`src/rtl/mux_n_registrado_pkg.sv`:
```
// Shared definitions for the registered N-input multiplexer and its arbiter.
//   modo_e      : channel selection mode (direct select / round-robin)
//   clog2_min1  : select width helper, never returns less than 1
package mux_n_registrado_pkg;

  typedef enum logic {
    MODO_DIRETO      = 1'b0,
    MODO_ROUND_ROBIN = 1'b1
  } modo_e;

  function automatic int clog2_min1(input int n);
    int r;
    r = 0;
    while ((1 << r) < n) r++;
    return (r == 0) ? 1 : r;
  endfunction

endpackage

```
`src/rtl/mux_n_registrado_arbitro_rr.sv`:
```
// Round-robin arbiter: grants the first requesting channel found scanning
// from ptr+1 upwards, modulo ENTRADAS.
//   requisicoes  : per-channel request
//   ptr          : last granted channel (scan starts one past it)
//   grant        : one-hot grant
//   indice       : encoded index of the granted channel
//   grant_valido : some channel was granted
module arbitro_rr
  import mux_n_registrado_pkg::*;
#(
  parameter  int ENTRADAS    = 3,
  localparam int LARGURA_SEL = clog2_min1(ENTRADAS)
) (
  input  logic [ENTRADAS-1:0]    requisicoes,
  input  logic [LARGURA_SEL-1:0] ptr,
  output logic [ENTRADAS-1:0]    grant,
  output logic [LARGURA_SEL-1:0] indice,
  output logic                   grant_valido
);

  // Scan offsets from farthest to nearest so the nearest requester,
  // written last, wins.
  always_comb begin
    grant        = '0;
    indice       = '0;
    grant_valido = 1'b0;
    for (int unsigned k = ENTRADAS; k >= 1; k--) begin
      int unsigned                c;
      logic [LARGURA_SEL-1:0]     c_idx;
      c     = (32'(ptr) + k) % 32'(ENTRADAS);
      c_idx = LARGURA_SEL'(c);
      if (requisicoes[c_idx]) begin
        grant        = '0;
        grant[c_idx] = 1'b1;
        indice       = c_idx;
        grant_valido = 1'b1;
      end
    end
  end

endmodule

```
`src/rtl/mux_n_registrado.sv`:
```
// N-input, W-bit multiplexer with a registered output and valid/ready
// handshaking on both sides. Direct mode picks the channel by selecao;
// round-robin mode arbitrates among valid channels.
//   clock, reset        : rising-edge clock, async active-low reset
//   modo, selecao       : mode and direct-mode channel index
//   entradas            : flattened channel data, ch i at [i*LARGURA +: LARGURA]
//   entrada_valida/_pronta : per-channel input handshake (pronta one-hot or zero)
//   saida, saida_valida, saida_pronta : registered output handshake
//   canal_saida         : channel index of the word in saida
//   erro_selecao, limpa_erro : sticky out-of-range select flag and its clear
module mux_n_registrado
  import mux_n_registrado_pkg::*;
#(
  parameter  int LARGURA     = 32,
  parameter  int ENTRADAS    = 3,
  localparam int LARGURA_SEL = clog2_min1(ENTRADAS)
) (
  input  logic                         clock,
  input  logic                         reset,
  input  logic                         modo,
  input  logic [LARGURA_SEL-1:0]       selecao,
  input  logic [ENTRADAS*LARGURA-1:0]  entradas,
  input  logic [ENTRADAS-1:0]          entrada_valida,
  output logic [ENTRADAS-1:0]          entrada_pronta,
  output logic [LARGURA-1:0]           saida,
  output logic                         saida_valida,
  input  logic                         saida_pronta,
  output logic [LARGURA_SEL-1:0]       canal_saida,
  output logic                         erro_selecao,
  input  logic                         limpa_erro
);

  logic [LARGURA-1:0]     saida_q, saida_d;
  logic                   saida_valida_q, saida_valida_d;
  logic [LARGURA_SEL-1:0] canal_q, canal_d;
  logic                   erro_q, erro_d;
  logic [LARGURA_SEL-1:0] ptr_q, ptr_d;

  logic [ENTRADAS-1:0]    rr_grant;
  logic [LARGURA_SEL-1:0] rr_indice;
  logic                   rr_valido;

  logic [ENTRADAS-1:0]    dir_grant;
  logic [LARGURA_SEL-1:0] dir_indice;
  logic                   dir_valido;
  logic                   sel_fora;

  logic                   modo_rr;
  logic [ENTRADAS-1:0]    grant_oh;
  logic [LARGURA_SEL-1:0] grant_indice;
  logic                   grant_valido;
  logic                   aceita;
  logic                   transfere;
  logic [LARGURA-1:0]     dados;

  arbitro_rr #(
    .ENTRADAS(ENTRADAS)
  ) u_arbitro (
    .requisicoes (entrada_valida),
    .ptr         (ptr_q),
    .grant       (rr_grant),
    .indice      (rr_indice),
    .grant_valido(rr_valido)
  );

  // Direct-mode decode; a select matching no channel index is out of range.
  always_comb begin
    dir_grant  = '0;
    dir_indice = '0;
    dir_valido = 1'b0;
    sel_fora   = 1'b1;
    for (int unsigned i = 0; i < ENTRADAS; i++) begin
      if (selecao == LARGURA_SEL'(i)) begin
        sel_fora = 1'b0;
        if (entrada_valida[i]) begin
          dir_grant[i] = 1'b1;
          dir_indice   = LARGURA_SEL'(i);
          dir_valido   = 1'b1;
        end
      end
    end
  end

  always_comb begin
    modo_rr      = (modo_e'(modo) == MODO_ROUND_ROBIN);
    grant_oh     = modo_rr ? rr_grant  : dir_grant;
    grant_indice = modo_rr ? rr_indice : dir_indice;
    grant_valido = modo_rr ? rr_valido : dir_valido;

    aceita    = !saida_valida_q || saida_pronta;
    // Gating with reset keeps every ready low while reset is asserted.
    transfere = reset && aceita && grant_valido;

    entrada_pronta = transfere ? grant_oh : '0;

    dados = '0;
    for (int unsigned i = 0; i < ENTRADAS; i++) begin
      if (grant_indice == LARGURA_SEL'(i)) dados = entradas[i*LARGURA +: LARGURA];
    end

    saida_d        = saida_q;
    saida_valida_d = saida_valida_q;
    canal_d        = canal_q;
    ptr_d          = ptr_q;
    if (transfere) begin
      saida_d        = dados;
      canal_d        = grant_indice;
      saida_valida_d = 1'b1;
      if (modo_rr) ptr_d = grant_indice;
    end else if (saida_valida_q && saida_pronta) begin
      saida_valida_d = 1'b0;
    end

    // A new error wins over a simultaneous clear.
    erro_d = (!modo_rr && sel_fora && (|entrada_valida)) || (erro_q && !limpa_erro);
  end

  always_ff @(posedge clock or negedge reset) begin
    if (!reset) begin
      saida_q        <= '0;
      saida_valida_q <= 1'b0;
      canal_q        <= '0;
      erro_q         <= 1'b0;
      ptr_q          <= LARGURA_SEL'(ENTRADAS - 1);
    end else begin
      saida_q        <= saida_d;
      saida_valida_q <= saida_valida_d;
      canal_q        <= canal_d;
      erro_q         <= erro_d;
      ptr_q          <= ptr_d;
    end
  end

  assign saida        = saida_q;
  assign saida_valida = saida_valida_q;
  assign canal_saida  = canal_q;
  assign erro_selecao = erro_q;

endmodule

```
`config.mk`:
```
export PLATFORM = sky130hd
export DESIGN_NAME = mux_n_registrado
export DESIGN_NICKNAME = d
export VERILOG_FILES = /design/src/rtl/mux_n_registrado_pkg.sv /design/src/rtl/mux_n_registrado_arbitro_rr.sv /design/src/rtl/mux_n_registrado.sv
export SDC_FILE = /design/constraint.sdc
export NUM_CORES = 1
export LEC_CHECK = 0
export CAP_MARGIN = 10
export CORE_MARGIN = 4
export CORE_UTILIZATION = 40
export CTS_CLUSTER_SIZE = 8
export DETAILED_ROUTE_END_ITERATION = 16
export PLACE_DENSITY = 0.78
export SLEW_MARGIN = 20
export SYNTH_ARGS = -nofsm -noshare
export SYNTH_HDL_FRONTEND = slang
export SYNTH_HIERARCHICAL = 1
export SYNTH_SLANG_ARGS = --single-unit
```
`constraint.sdc`:
```
create_clock -name clock -period 5.27 [get_ports clock]
set_input_delay 1.581 -clock clock [delete_from_list [all_inputs] [get_ports clock]]
set_output_delay 1.581 -clock clock [all_outputs]
set_load 0.1 [all_outputs]
```
After elaboration in Yosys (flattened, before gate mapping)
Index checks and enable logic that the tools add are counted.
- register bits after elaboration: 38
- latch bits: 0
- RAM bits: 0
- memory bits (read-only): 0
- output and inout port bits: 39
- word-level logic and storage cells: 87
- memories: 0
- add/subtract/negate cells: 3
- $mul: 0
- divide/modulo/power cells: 3
- magnitude comparators: 6
- equality and inequality tests: 4
- shift-type cells: 0
- muxes and demuxes: 47
- bitwise gates (word level): 0
- reduce and logical (&&, ||, !) cells: 19
- operators by type and width (cell ; count):
    $mod A32 B2 Y32 const B ; 3
    $mux W32 ; 3
    $mux W1 ; 27
    $mux W3 ; 5
    $mux W2 ; 6
    $logic_and A1 B1 Y1 ; 9
    $lt A2 B3 Y1 const B ; 3
    $add A2 B2 Y3 const B ; 2
    $bmux W1 S2 ; 3
    $demux W1 S2 ; 3
    $ge A2 B1 Y1 const B ; 3
    $eq A2 B1 Y1 const B ; 2
    $eq A2 B2 Y1 const B ; 2
    $logic_not A2 Y1 ; 2
    $add A2 B1 Y3 const B ; 1
    $logic_not A1 Y1 ; 3
    $reduce_or A3 Y1 ; 1
    $logic_or A1 B1 Y1 ; 2
    $reduce_and A2 Y1 ; 1
    $reduce_bool A2 Y1 ; 1

Longest topological paths before layout
- depth in word-level cells: 12
- depth in mapped cells: 13
- gate-level depth less buffers: 10

Modules after synthesis
The synthesis kept the hierarchy.
- modules (own cells, without submodules) (module ; instances ; cells an instance ; area each (sq um)):
    mux_n_registrado ; 1 ; 264 ; 2798.9
    arbitro_rr ; 1 ; 41 ; 295.3

Worst setup path before layout
OpenSTA, ideal clock, no wires.
- path type: input port to output port
- start point: input port entrada_valida[2]
- end point: output port entrada_pronta[1]
- arrival: 3790 ps
- data required time: 3689 ps
- setup slack: -101 ps
- stages on the path: 7
- buffers on the path: 0
- cells stage by stage: mux2i_1 -> o21ai_2 -> nand3b_1 -> nand2b_1 -> and3_1 -> o31ai_1 -> a21oi_1
- cells in the longest elaborated chain, start to end: 8
- elaborated cells on any way between the ends: 18
- those cells by class: mux (17); reduce/logical (1)
- RTL lines (what ; line ; RTL):
    start, declared ; mux_n_registrado.sv:23 ; input logic [ENTRADAS-1:0] entrada_valida,
    $bmux W1 S2 ; mux_n_registrado_arbitro_rr.sv:32 ; if (requisicoes[c_idx]) begin
    $mux W1 (implied by the code) ; mux_n_registrado_arbitro_rr.sv:32 ;
    $mux W1 (2 in series) ; mux_n_registrado_arbitro_rr.sv:32 ;
    $mux W1 * ; mux_n_registrado_arbitro_rr.sv:32 ;
    via rr_valido ; mux_n_registrado.sv:41 ; logic rr_valido;
    $mux W1 * ; mux_n_registrado.sv:88 ; grant_valido = modo_rr ? rr_valido : dir_valido;
    $logic_and A1 B1 Y1 * ; mux_n_registrado.sv:92 ; transfere = reset && aceita && grant_valido;
    $mux W3 * ; mux_n_registrado.sv:94 ; entrada_pronta = transfere ? grant_oh : '0;
    end, declared ; mux_n_registrado.sv:24 ; output logic [ENTRADAS-1:0] entrada_pronta,
Mark *: on every way through the listed nets, which the timed path passes. The rest lies on a longest branch. The select of a mux whose other input is x is not followed.

Worst setup path after layout
- start point: input port entrada_valida[2]
- end point: output port entrada_pronta[2]
Same word-level chain as after synthesis.

==> impl_metrics.toml <==
[pwr]
irDropWorstVdd_v = 0.000381
p_leak_nw = 1.86
power_density_mw_per_mm2 = 625
total_power_w = 0.00291

[cells_and_area]
final_common_cell = "clkdlybuf4s50_1"
syn2layout_area_growth_pct = 50.2
diodes = 0
nets = 540
nFillCells = 622
utilization_pct = 63.1
drive_gt1_share_pct = 21.8
final_cell_mix = "140 x clkdlybuf4s50_1, 38 x inv_1, 37 x dfrtp_1, 36 x mux2_2"

[drt]
firstDrtPassIters = 4
post-route-drc-count = 0
totalWireLength_um = 9290
postRouteAntennaNets = 0
wl_per_cell_um = 17.5
avgViaCountPerCell = 5.62
num_vias = 2977
drt-initial-drc-count = 84

[timing]
fin_tns_setup_ns = 0
timing.fmax_ghz = 0.194
skew_ns = 0.00249
rsz0062_at_grt = "false"
drv_slew = 0
min_period_ns = 5.16
period_share_pct = 98.0
hold_viol_final = 0
worst_pin_slew_ns = 1.02
relSlewSlack_pct = 31.8
setup_violations = 0

[clocking]
postCtsSetupBuffers = 0
post_cts_resized = 0
cts_tree = "built"
cts_made_buffers = 5
h-tree-depth = 2
clk_pin_slew_ns = 0.07
cts_num_sinks = 38
cts_buffer_depth = 2
insertion_delay_ns = 0.28
cts_hold_buf = 0
cts-root-buf = "clkbuf_8"

[synthesis]
synthesis.nets = 415
synth_area_mm2 = 0.00309
synth-edff-count = 0
ys_ff_latch = 38
synthTopCellsByArea = "dfrtp_1 30%, o221ai_2 15%, mux2_2 13%, o2111ai_1 9.1%, nand3_1 5.2%"
yosys.area.top_type = "dfrtp_1"
synth.distinct_cells = 41
syn_avg_cell_area_um2 = 10.1
synth-seq-area-share_pct = 30.8
ys.flop_type = "dfrtp_1"
syn_inst = 305
synthArstFlopShare_pct = 100
synth_top_area_share_pct = 29.9
yosys_warnings = 6

[hold_path]
min_from = "canal_saida[0]"
hold_depth = 1
worstHoldPathType = "reg -> reg"
min_to = "canal_saida[0]"

[global_route]
grt_pass1_vias = 2951
grt_pass1_wl_um = 14600
antenna_found_initial = 0
grt_max_degree = 67
grt_usage_pct = 19.9
gr-total-overflow = 0

[floorplanning]
core_mm2 = 0.00737
die_area_mm2 = 0.00921
rows = 31
initial_utilization_pct = 42.0
io-pin-count = 145
dieWidth_um = 96.0
die_y_um = 96.0

[run_status]
status = "completed"

[placement]
dpl.hpwl_um = 6590
io_buffers = 144
finalWeightedCongestion = 0.885

[worst_setup_path]
critPathBufInv = 2
cp-start-kind = "input pin"
crit_chain = "clkdlybuf4s50_1 > mux2i_1 > o21ai_2 > nand3b_1 > nand2b_1 > and3_1 > o31ai_1 > nor2_1 > buf_12"
required_ns = 3.69
end_kind = "primary output"
cp.arrival_ns = 3.58
cp.depth = 9
cp_max_fo = 8
crit_family = "buffers and inverters"
r2r-start = "ptr_q[0]"
path_class = "in -> out"
crit_slowest_cell = "clkdlybuf4s50_1"
cpPeakStageDelay_ns = 0.62
r2r_slack_ns = 2.02
rr_endpoint = "saida[25]"
r2r_cells = 9

[flow_run]
maxCapViolCount = 0
worst reg2reg max path, delay by kind of cell, from the launching register on:
family                     cells  cell delay [ns]
AOI/OAI and AO/OA              4             1.14
muxes                          2             0.51
buffers and inverters          1             0.08
DFF                            1             0.40
and+or+nand+nor                1             0.51
adders and majority gates      1             0.50
flip-flops by register name (all words and copies together), names as in the netlist:
register / cells
canal_saida: 2
erro_selecao: 1
ptr_q: 2
saida: 32
saida_valida: 1
cells by family (layout without fill, tap and decap cells):
family	after synthesis	count (layout)	synth area share [%]
DFF	38	38	30.8
adders and majority gates	4	4	1.62
buffers and inverters	73	199	11.6
and+or+nand+nor	62	62	11.5
AOI/OAI and AO/OA	86	86	29.4
muxes	42	42	15.1
worst max path at each step:
| stage | from | to |
|---|---|---|
| final | entrada_valida[2] | entrada_pronta[2] |
| after global routing | entrada_valida[2] | entrada_pronta[2] |
| after CTS | entrada_valida[2] | entrada_pronta[2] |
| after detailed placement | entrada_valida[2] | entrada_pronta[2] |
| after global placement | entrada_valida[2] | entrada_pronta[2] |
| after floorplan | entrada_valida[2] | entrada_pronta[2] |
metrics by stage:
| step | cells | setup slack (ns) | area, µm² | hold WS [ns] |
|---|---|---|---|---|
| final | 530 | 0.107 | 4650 | 0.494 |
| after detailed placement | 522 | 0.157 | 4560 | 0.478 |
| after global routing | 530 | 0.0159 | 4650 | 0.514 |
| after CTS | 530 | 0.131 | 4650 | 0.494 |
| after floorplan | 305 | 0.0848 | 3100 | 0.538 |
| after global placement | 522 | 0.212 | 4560 | 0.468 |
report_power, final:
group          internal [W]  leakage (nW)  switching, W
registers          0.000433         0.461     0.0000707
clock network      0.000106        0.0482     0.0000978
logic              0.000677          1.35       0.00152
total               0.00122          1.86       0.00169
cell usage after synthesis, types with 2 or more instances:
cell type,count
inv_1,38
dfrtp_1,37
mux2_2,36
nand3_1,32
o2111ai_1,32
o221ai_2,30
buf_2,13
clkbuf_1,11
buf_6,8
nand2_1,7
a21oi_1,5
mux2i_1,5
nand3b_1,5
ha_1,4
nand2b_1,4
nor2_1,4
o31ai_1,3
buf_4,2
nor3_1,2
o21a_1,2
o21ai_0,2
o221ai_1,2
o22ai_1,2
o2bb2a_1,2
layout make-up:
class	count	area, µm²	area share [%]
Clock buffer	7	86.3	1.86
Timing Repair Buffer	153	1550	33.3
Sequential cell	38	952	20.5
Tap cell	99	124	2.66
Multi-Input combinational cell	194	1790	38.5
Clock inverter	1	5.00	0.108
Inverter	38	143	3.07
routing by layer:
metal,part of all wire [%],vias to the layer above,global-route usage (%)
li1,-,1417,-
met1,41,1442,24.7
met2,51,111,35.6
met3,7.5,7,4.30
met4,0.64,0,3.79
met5,0,-,0
Note: power is estimated with default switching activity, not from simulation.
